==> config.mk <==
export PLATFORM = sky130hd
export DESIGN_NAME = tlb_req_arbiter_n
export DESIGN_NICKNAME = d
export VERILOG_FILES = /design/src/rtl/tlb_arb_pkg.sv /design/src/rtl/tlb_req_arbiter_n_id_fifo.sv /design/src/rtl/tlb_req_arbiter_n.sv
export SDC_FILE = /design/constraint.sdc
export NUM_CORES = 1
export LEC_CHECK = 0
export CAP_MARGIN = 30
export CORE_MARGIN = 4
export CORE_UTILIZATION = 39
export CTS_CLUSTER_DIAMETER = 80
export DETAILED_ROUTE_END_ITERATION = 10
export PLACE_DENSITY = 0.95
export SLEW_MARGIN = 20
export SYNTH_ARGS = -nofsm -noshare
export SYNTH_HDL_FRONTEND = slang
export SYNTH_SLANG_ARGS = --single-unit
==> constraint.sdc <==
create_clock -name clk -period 11.1 [get_ports clk]
set_clock_uncertainty 0.15 [all_clocks]
set_input_delay 2.775 -clock clk [delete_from_list [all_inputs] [get_ports clk]]
set_output_delay 2.775 -clock clk [all_outputs]
set_load 0.05 [all_outputs]
==> src/rtl/tlb_arb_pkg.sv <==
// Shared types and the round-robin pick helper for the N-channel TLB request arbiter.
// Pure declarations; no state.
package tlb_arb_pkg;

  // Channel IDs are sized for the largest supported channel count.
  // Every instance therefore shares one ID type.
  localparam int MAX_CH    = 16;
  localparam int VPN_W_DEF = 27;
  localparam int PPN_W_DEF = 44;

  typedef logic [$clog2(MAX_CH)-1:0] ch_id_t;
  typedef logic [VPN_W_DEF-1:0]      vpn_t;
  typedef logic [PPN_W_DEF-1:0]      ppn_t;

  // Returns the first valid channel at or after ptr, wrapping at num_ch.
  // When no channel is valid it returns ptr.
  function automatic ch_id_t rr_pick(input logic [MAX_CH-1:0] valid,
                                     input ch_id_t            ptr,
                                     input int                num_ch);
    int   idx;
    logic found;
    rr_pick = ptr;
    found   = 1'b0;
    for (int k = 0; k < MAX_CH; k++) begin
      if (k < num_ch) begin
        idx = int'(ptr) + k;
        if (idx >= num_ch) idx = idx - num_ch;
        if (!found && valid[idx]) begin
          rr_pick = ch_id_t'(idx);
          found   = 1'b1;
        end
      end
    end
  endfunction

endpackage

==> src/rtl/tlb_req_arbiter_n_id_fifo.sv <==
// In-order FIFO of granted channel IDs; head is visible combinationally, push/pop take effect on the edge.
// No internal backpressure: the caller must not push when full or pop when empty.
module id_fifo
  import tlb_arb_pkg::*;
#(
  parameter int DEPTH = 4
) (
  input  logic                     clk,
  input  logic                     rst_n,
  input  logic                     push,
  input  ch_id_t                   push_id,
  input  logic                     pop,
  output logic                     full,
  output logic                     empty,
  output logic [$clog2(DEPTH):0]   count,
  output ch_id_t                   head
);

  localparam int AW = (DEPTH > 1) ? $clog2(DEPTH) : 1;
  localparam int PW = $clog2(DEPTH) + 1;

  logic [PW-1:0] wr_q, wr_d, rd_q, rd_d;
  ch_id_t        mem_q [DEPTH];
  ch_id_t        mem_d [DEPTH];

  // Pointers carry one extra wrap bit; the low bits select the slot.
  function automatic logic [AW-1:0] slot(input logic [PW-1:0] p);
    slot = (DEPTH == 1) ? '0 : AW'(p);
  endfunction

  assign empty = (wr_q == rd_q);
  assign full  = (wr_q[PW-1] != rd_q[PW-1]) && (slot(wr_q) == slot(rd_q));
  assign count = wr_q - rd_q;
  assign head  = mem_q[slot(rd_q)];

  always_comb begin
    mem_d = mem_q;
    wr_d  = wr_q;
    rd_d  = rd_q;
    if (push) begin
      mem_d[slot(wr_q)] = push_id;
      wr_d              = wr_q + PW'(1);
    end
    if (pop) rd_d = rd_q + PW'(1);
  end

  always_ff @(posedge clk or negedge rst_n) begin
    if (!rst_n) begin
      wr_q <= '0;
      rd_q <= '0;
      for (int i = 0; i < DEPTH; i++) mem_q[i] <= '0;
    end else begin
      wr_q  <= wr_d;
      rd_q  <= rd_d;
      mem_q <= mem_d;
    end
  end

endmodule

==> src/rtl/tlb_req_arbiter_n.sv <==
// Round-robin arbiter from NUM_CH channels onto one TLB port, with in-order response steering.
// Zero-cycle grant and response paths; requests stall while tlb_req_ready is low or MAX_OUT lookups are in flight.
module tlb_req_arbiter_n
  import tlb_arb_pkg::*;
#(
  parameter int NUM_CH  = 2,
  parameter int VPN_W   = 27,
  parameter int PPN_W   = 44,
  parameter int MAX_OUT = 4
) (
  input  logic                          clk,
  input  logic                          rst_n,
  input  logic [NUM_CH-1:0]             ch_req_valid,
  output logic [NUM_CH-1:0]             ch_req_ready,
  input  logic [NUM_CH*VPN_W-1:0]       ch_req_vpn,
  output logic [NUM_CH-1:0]             ch_resp_valid,
  output logic [PPN_W-1:0]              ch_resp_ppn,
  output logic                          ch_resp_fault,
  output logic                          tlb_req_valid,
  input  logic                          tlb_req_ready,
  output logic [VPN_W-1:0]              tlb_req_vpn,
  input  logic                          tlb_resp_valid,
  input  logic [PPN_W-1:0]              tlb_resp_ppn,
  input  logic                          tlb_resp_fault,
  output logic [$clog2(MAX_OUT+1)-1:0]  outstanding,
  output logic                          err_orphan_resp
);

  ch_id_t            rr_q, rr_d, grant, head;
  logic [MAX_CH-1:0] valid_ext;
  logic              any_vld, full, empty, fire, pop;
  logic              err_q, err_d;

  always_comb begin
    valid_ext = '0;
    for (int i = 0; i < NUM_CH; i++) valid_ext[i] = ch_req_valid[i];
  end

  assign any_vld       = |ch_req_valid;
  assign grant         = rr_pick(valid_ext, rr_q, NUM_CH);
  assign tlb_req_valid = any_vld && !full;
  assign fire          = tlb_req_valid && tlb_req_ready;
  assign pop           = tlb_resp_valid && !empty;

  always_comb begin
    tlb_req_vpn   = '0;
    ch_req_ready  = '0;
    ch_resp_valid = '0;
    for (int i = 0; i < NUM_CH; i++) begin
      if (grant == ch_id_t'(i)) begin
        tlb_req_vpn     = ch_req_vpn[i*VPN_W +: VPN_W];
        ch_req_ready[i] = tlb_req_ready && !full && ch_req_valid[i];
      end
      ch_resp_valid[i] = pop && (head == ch_id_t'(i));
    end
  end

  assign ch_resp_ppn   = pop ? tlb_resp_ppn : '0;
  assign ch_resp_fault = pop && tlb_resp_fault;

  // A response seen while nothing is registered as in flight is an orphan,
  // including one that coincides with the push of a brand-new request.
  assign err_d = err_q || (tlb_resp_valid && empty);

  always_comb begin
    rr_d = rr_q;
    if (fire) rr_d = (grant == ch_id_t'(NUM_CH - 1)) ? '0 : grant + ch_id_t'(1);
  end

  always_ff @(posedge clk or negedge rst_n) begin
    if (!rst_n) begin
      rr_q  <= '0;
      err_q <= 1'b0;
    end else begin
      rr_q  <= rr_d;
      err_q <= err_d;
    end
  end

  assign err_orphan_resp = err_q;

  id_fifo #(.DEPTH(MAX_OUT)) u_id_fifo (
    .clk     (clk),
    .rst_n   (rst_n),
    .push    (fire),
    .push_id (grant),
    .pop     (pop),
    .full    (full),
    .empty   (empty),
    .count   (outstanding),
    .head    (head)
  );

endmodule

==> results by group, run 1 <==
Outcome
  – Outcome: finished clean

Global route
  – Total gr overflow: 0
  – Gr usage total: 21.96%
  – Largest net degree at the start of global routing: 68
  – Initial antenna violation count: 0
  – Number of global-route vias before repair: 3215
  – First-pass GRT wire length: 15370 µm

Final layout
  – Layout area overhead: 71.04%
  – ANT cells: 0
  – Layout net count: 603
  – Layout cells sized above 1: 3.527%

Yosys
  – Cell Area, Synth: 0.002765 mm²
  – Post-synth top area cell: dfrtp_1
  – Top cells by area, synth: dfrtp_1, mux2i_1, and2_1, o22ai_1, ha_1
  – Post-Syn Instances: 311
  – Synth Area in XOR/XNOR: 2.534%
  – Yosys reg bits: 27
  – Seq/Total Area, Yosys: 24.43%
  – Fraction of the mapped netlist area in compound gates: 21.00%
  – Post-synth EDFFs: 0
  – Top_reg_cell synth: dfrtp_1
  – Top cells by count, synth: mux2i_1, and2_1, o22ai_1, dfrtp_1
  – Post-Syn Area per Cell: 8.891 µm²
  – Post-synth cell types: 46
  – Most common cell in the netlist: mux2i_1
  – Largest family of logic cells by synthesized area: multiplexers
  – Simple-gate area share of the yosys netlist: 18.51%
  – Async set-reset flop share out of synthesis: 100.0%
  – Top cell type's share of synthesized area: 24.43%
  – Mux cell area share after synthesis: 21.54%
  – Synth Warn #: 0
  – Syn_nets: 431
  – Synth Area in Adders: 7.059%

Power
  – Pint: 0.5741 mW
  – Peak VDD IR: 0.0002350 V
  – Switching power: 0.8215 mW
  – Total power: 1.396 mW
  – Pwr/cell area: 295.1 mW/mm²
  – Sw Share: 58.86%
  – Combinational Power Share: 85.8%
  – Seq pwr share: 10.3%
  – Clock Power Share: 3.9%
  – Pleak: 1.987 nW

Clocking
  – CTS clock-pin slew for the worst setup and hold paths: 0.09 ns
  – Root Driver: clkbuf_8
  – CTS Sinks: 27
  – CTS hold repair buffers: 0
  – Post-CTS setup buffer count: 0
  – TritonCTS Buffers: 3
  – CTS tree: done
  – H-tree levels: 1
  – Later-pin clock latency in the skew report: 0.27 ns
  – Bufs on Longest Clock Path: 2
  – Post-cts sizing count: 0

Place
  – Gpl congestion: 0.8146
  – Dpl hpwl: 8082 µm
  – PortBufs: 185
  – Pre-CTS setup slack: 2.158 ns

STA
  – Slew of the pin with the lowest slew margin: 0.9736 ns
  – Final setup TNS: 0 ns
  – Final hold violation count: 0
  – Slew margin rel.: 35.10%
  – Final Critical Period: 8.703 ns
  – Max Fclk: 114.9 MHz
  – Final Setup Violations: 0
  – Max-slew violations: 0
  – Fin worst setup slack: 2.397 ns
  – RSZ-0062 raised after global routing: no
  – Period Utilization, post-route: 78.41%

Worst setup path
  – Cell mode on critical path: clkdlybuf4s50_1
  – CP peak stage delay: 0.84 ns
  – Critical path type: in2out
  – Startpoint Class: primary input
  – Reg2reg end: u_id_fifo.mem_q[8]
  – Cells along the critical path: clkdlybuf4s50_1 > a21oi_1 > a2111oi_1 > buf_4 > nand2_1 > buf_6 > o22ai_1 > clkdlybuf4s50_1
  – Worst Setup EP: tlb_req_vpn[14]
  – CP endpoint kind: output pin
  – WP data arrival: 5.78 ns
  – Worst setup path startpoint: ch_req_valid[0]
  – Reg-to-reg critical path startpoint: rr_q[0]
  – CP required: 8.18 ns
  – R2r setup slk: 7.20 ns
  – Worst path slowest cell: clkdlybuf4s50_1
  – Worst-path fanout max: 15
  – Worst-case reg-to-reg path depth: 9

Die
  – Core footprint: 0.006832 mm²
  – Top Ports: 186
  – DIE WIDTH: 92.20 µm
  – Die area: 0.008501 mm²
  – Chip Height: 92.20 µm
  – Row cnt: 30
  – Starting Density: 40.48%

Route
  – DR pass1 iterations: 4
  – Vias per inst: 5.367
  – Routed wire length: 9765 µm
  – Antenna-violating nets left: 0
  – Drt drc: 0
  – Iter 0 DRT Violations: 141
  – Routed WL per cell: 16.89 µm
  – Vias: 3102

Hold path
  – HP Class: reg2reg

Run
  – Max-Cap Viols: 0
routing by layer:
| metal | share of wire (%) | track usage [%] | up-vias |
|---|---|---|---|
| met5 | 0 | 0 | - |
| met2 | 52 | 41.73 | 142 |
| met4 | 1.7 | 5.322 | 0 |
| met1 | 39 | 24.00 | 1441 |
| met3 | 8.0 | 5.824 | 16 |
| li1 | - | - | 1503 |
cell families after synthesis:
family	count (synthesis)
mux	57
simple gates	90
flops	27
compound gates	81
buf+inv	33
fa+ha+maj	15
xor+xnor	8
cells in the final DEF (no fill, tap or decap), types with 3 or more instances in the layout:
cell type,n
o21ai_0,5
nor3_1,8
clkbuf_8,3
nor2_1,8
dfrtp_1,26
and2_1,45
o31ai_1,3
a21oi_1,10
ha_1,14
mux2i_1,55
clkdlybuf4s50_1,185
nand2_1,12
o22ai_1,29
buf_4,4
xnor2_1,7
a22o_1,15
inv_1,10
o2111ai_1,3
nand3_1,3
a41oi_1,4
worst min-delay path by stage:
stage	from	to	slack (ns)	cells past startpoint
2_1_floorplan	u_id_fifo.rd_q[2]	u_id_fifo.rd_q[2]	0.31	1
6_report	err_orphan_resp	err_orphan_resp	0.34	1
3_3_place_gp	err_orphan_resp	err_orphan_resp	0.30	1
5_1_grt	u_id_fifo.rd_q[2]	u_id_fifo.rd_q[2]	0.37	1
3_5_place_dp	err_orphan_resp	err_orphan_resp	0.32	1
4_1_cts	err_orphan_resp	err_orphan_resp	0.34	1
power by group through the flow:
stage                     sequential (mW)  combinational (mW)  clock, mW
final                               0.144                1.20     0.0547
after floorplan                     0.147               0.828          0
after global placement              0.144                1.17          0
after global routing                0.147                1.26     0.0606
after CTS                           0.143                1.20     0.0561
after detailed placement            0.145                1.19          0
state kept, by name (all words and copies together) (netlist names):
signal	count
rr_q	4
u_id_fifo.mem_q	16
u_id_fifo.wr_q	3
u_id_fifo.rd_q	3
err_orphan_resp	1
per-stage QoR:
stage / area (µm²) / hold WS, ns / cells / util, %
2_1_floorplan: 2765 / 0.3150 / 311 / -
3_3_place_gp: 4672 / 0.2955 / 573 / 68.39
3_5_place_dp: 4672 / 0.3210 / 573 / 68.39
4_1_cts: 4718 / 0.3421 / 577 / 69.07
5_1_grt: 4730 / 0.3651 / 578 / 69.23
6_report: 4730 / 0.3401 / 578 / 69.23
cell type report:
type	count	area (µm²)
clock buffers	3	41.29
clock inverters	1	5.005
fillers	548	2102
inverters	10	37.54
multi-input cells	251	1956
flip-flops and latches	27	676.9
well taps	96	120.1
repair buffers	190	1893
critical path, delay by kind of cell:
family                 cells  cell delay, ns
AND/OR/NAND/NOR            1            0.33
AO/OA/AOI/OAI              3            0.69
buffers and inverters      4            1.97
Note: power is estimated with default switching activity, not from simulation.
==> inputs of run 2 (changes only) <==
--- a/config.mk
+++ b/config.mk
@@ -7,10 +7,10 @@
 export LEC_CHECK = 0
 export CAP_MARGIN = 30
 export CORE_MARGIN = 4
-export CORE_UTILIZATION = 39
+export CORE_UTILIZATION = 33
 export CTS_CLUSTER_DIAMETER = 80
 export DETAILED_ROUTE_END_ITERATION = 10
-export PLACE_DENSITY = 0.95
+export PLACE_DENSITY = 0.87
 export SLEW_MARGIN = 20
 export SYNTH_ARGS = -nofsm -noshare
 export SYNTH_HDL_FRONTEND = slang
==> constraint.sdc (replaced) <==
create_clock -name clk -period 7.9 [get_ports clk]
set_clock_uncertainty 0.15 [all_clocks]
set_input_delay 1.975 -clock clk [delete_from_list [all_inputs] [get_ports clk]]
set_output_delay 1.975 -clock clk [all_outputs]
set_load 0.05 [all_outputs]
==> results by group, run 2 (synthesis gave the netlist of run 1 again) <==
Global route
  – Gr usage total: 17.88% (-4.1 points)
  – Total gr overflow: 0 (unchanged)
  – Largest net degree at the start of global routing: 46 (-32%)
  – Number of global-route vias before repair: 3146 (-2.1%)
  – First-pass GRT wire length: 14800 µm (-3.7%)
  – Initial antenna violation count: 0 (unchanged)

Worst setup path
  – Cells along the critical path: clkdlybuf4s50_1 > a21oi_1 > a2111oi_1 > buf_4 > nand2_1 > buf_8 > o22ai_1 > buf_12
  – CP endpoint kind: output pin
  – CP required: 5.78 ns (-2.40 ns)
  – CP peak stage delay: 0.59 ns (-0.25 ns)
  – Worst path slowest cell: clkdlybuf4s50_1
  – Startpoint Class: primary input
  – Buf+Inv Stages, Crit Path: 4 (unchanged)
  – R2r setup slk: 4.48 ns (-2.72 ns)
  – Critical path type: in2out
  – WP data arrival: 4.45 ns (-1.33 ns)
  – CP delay by family, top: buffers and inverters
  – Worst-path fanout max: 18 (+3)

Die
  – Chip Height: 99.54 µm (+8.0%)
  – Core footprint: 0.008175 mm² (+20%)
  – Top Ports: 186 (unchanged)
  – Starting Density: 33.82% (-6.7 points)
  – Die area: 0.009908 mm² (+17%)
  – Row cnt: 33 (+10%)
  – DIE WIDTH: 99.54 µm (+8.0%)

Place
  – Dpl hpwl: 7809 µm (-3.4%)
  – PortBufs: 185 (unchanged)
  – Gpl congestion: 0.8580 (+5.3%)
  – Cell Area, Placed: 0.004974 mm² (+6.5%)

Final layout
  – Most flops, register: u_id_fifo.mem_q
  – Largest register FFs: 16 (unchanged)
  – Largest registers: u_id_fifo.mem_q: 16 flops, rr_q: 4 flops
  – Commonest non-fill, non-tap cell in the layout: clkdlybuf4s50_1
  – ANT cells: 0 (unchanged)
  – # fillers: 649 (+18%)
  – Commonest cells after routing, fill and taps aside: clkdlybuf4s50_1, mux2i_1, and2_1
  – Layout cells sized above 1: 9.544% (+6.0 points)
  – Cell area after layout: 0.005037 mm² (+6.5%)
  – Layout net count: 603 (unchanged)
  – Layout area overhead: 82.17%
  – Reg area: 676.9 µm² (unchanged)
  – Multi-input gate area: 0.001956 mm² (unchanged)

Clocking
  – CTS Sinks: 27 (unchanged)
  – Root Driver: clkbuf_8
  – Post-CTS setup buffer count: 0 (unchanged)
  – CTS tree: done
  – CTS hold repair buffers: 0 (unchanged)
  – CTS clock-pin slew for the worst setup and hold paths: 0.09 ns (about the same)
  – TritonCTS Buffers: 3 (unchanged)
  – Post-cts sizing count: 0 (unchanged)
  – Bufs on Longest Clock Path: 2 (unchanged)
  – H-tree levels: 1 (unchanged)
  – Later-pin clock latency in the skew report: 0.28 ns (about the same)

STA
  – Max-slew violations: 0 (unchanged)
  – Slew of the pin with the lowest slew margin: 0.8089 ns (-0.1647 ns)
  – Final Setup Violations: 0 (unchanged)
  – Max Fclk: 152.0 MHz
  – Slew margin rel.: 44.92% (+9.8 points)
  – RSZ-0062 raised after global routing: no
  – Final hold violation count: 0 (unchanged)
  – Hold_ws: 0.3123 ns (-0.02780 ns)
  – Final Critical Period: 6.578 ns
  – Period Utilization, post-route: 83.26%
  – Final setup TNS: 0 ns (unchanged)

Power
  – Pwr/cell area: 432.6 mW/mm² (+47%)
  – Total power: 2.179 mW (+56%)
  – Peak VDD IR: 0.0002858 V (+22%)
  – Pleak: 2.141 nW (+7.8%)

Route
  – Iter 0 DRT Violations: 106 (-25%)
  – Drt drc: 0 (unchanged)
  – Vias: 3071 (-1.0%)
  – Vias per inst: 5.232 (-2.5%)
  – DR pass1 iterations: 4 (unchanged)
  – Routed WL per cell: 16.15 µm (-4.4%)
  – Antenna-violating nets left: 0 (unchanged)
  – Routed wire length: 9479 µm (-2.9%)

Outcome
  – Outcome: finished clean

Hold path
  – HP Class: reg2reg

Run
  – Max-Cap Viols: 0 (unchanged)
-- run 2: changes by cell type in the layout (fill, tap and decap cells not counted) --
cell | before | now
clkinv_2 | 1 | 0
clkdlybuf4s50_1 | 185 | 156
buf_6 | 1 | 0
buf_12 | 0 | 29
clkinvlp_4 | 0 | 1
buf_8 | 0 | 1
-- run 2: path summary, 6_finish.rpt --
path	startpoint	cells past startpoint	to
setup reg to reg	rr_q[0]	8	u_id_fifo.mem_q[12]
max in group asynchronous	rst_n	2	rr_q[0]
min in group asynchronous	rst_n	2	u_id_fifo.mem_q[10]
hold reg to reg	err_orphan_resp	1	err_orphan_resp
setup / recovery	ch_req_valid[0]	8	tlb_req_vpn[2]
hold / removal	err_orphan_resp	1	err_orphan_resp
-- run 2: report_power, final --
| group | internal (mW) | switching [mW] |
|---|---|---|
| clock network | 0.0359 | 0.0441 |
| logic | 0.773 | 1.10 |
| registers | 0.170 | 0.0571 |
| total | 0.979 | 1.20 |
-- run 2: layer usage --
metal	routed length, µm	vias to the layer above	GRT usage, %	share of wire (%)
li1	-	1500	-	-
met1	3522	1412	18.80	37
met2	4736	150	33.37	50
met3	1131	9	7.574	12
met4	89	0	3.256	0.94
met5	0	-	0	0
-- run 2: stage by stage --
step           std cells  setup slack [ns]  utilization, %
4_1_cts              586             1.145           61.43
2_1_floorplan        311             2.070               -
5_1_grt              587             1.234           61.62
6_report             587             1.322           61.62
3_5_place_dp         582             1.155           60.84
3_3_place_gp         582             1.187           60.84
-- run 2: final cells by class --
cell class,count,share of cell area (%)
Inverter,10,0.7452
Multi-Input combinational cell,251,38.82
Sequential cell,27,13.44
Timing Repair Buffer,190,43.42
Clock inverter,1,0.1490
Tap cell,105,2.608
Clock buffer,3,0.8197
-- run 2: worst register-to-register path: stages (launching register included) --
cell and delay (ns):
dfrtp_2 0.76, inv_1 0.29, ha_1 0.39, ha_1 0.28, inv_1 0.04, a311o_1 0.28
a2111o_1 0.47, o21ai_0 0.44, a41oi_1 0.18
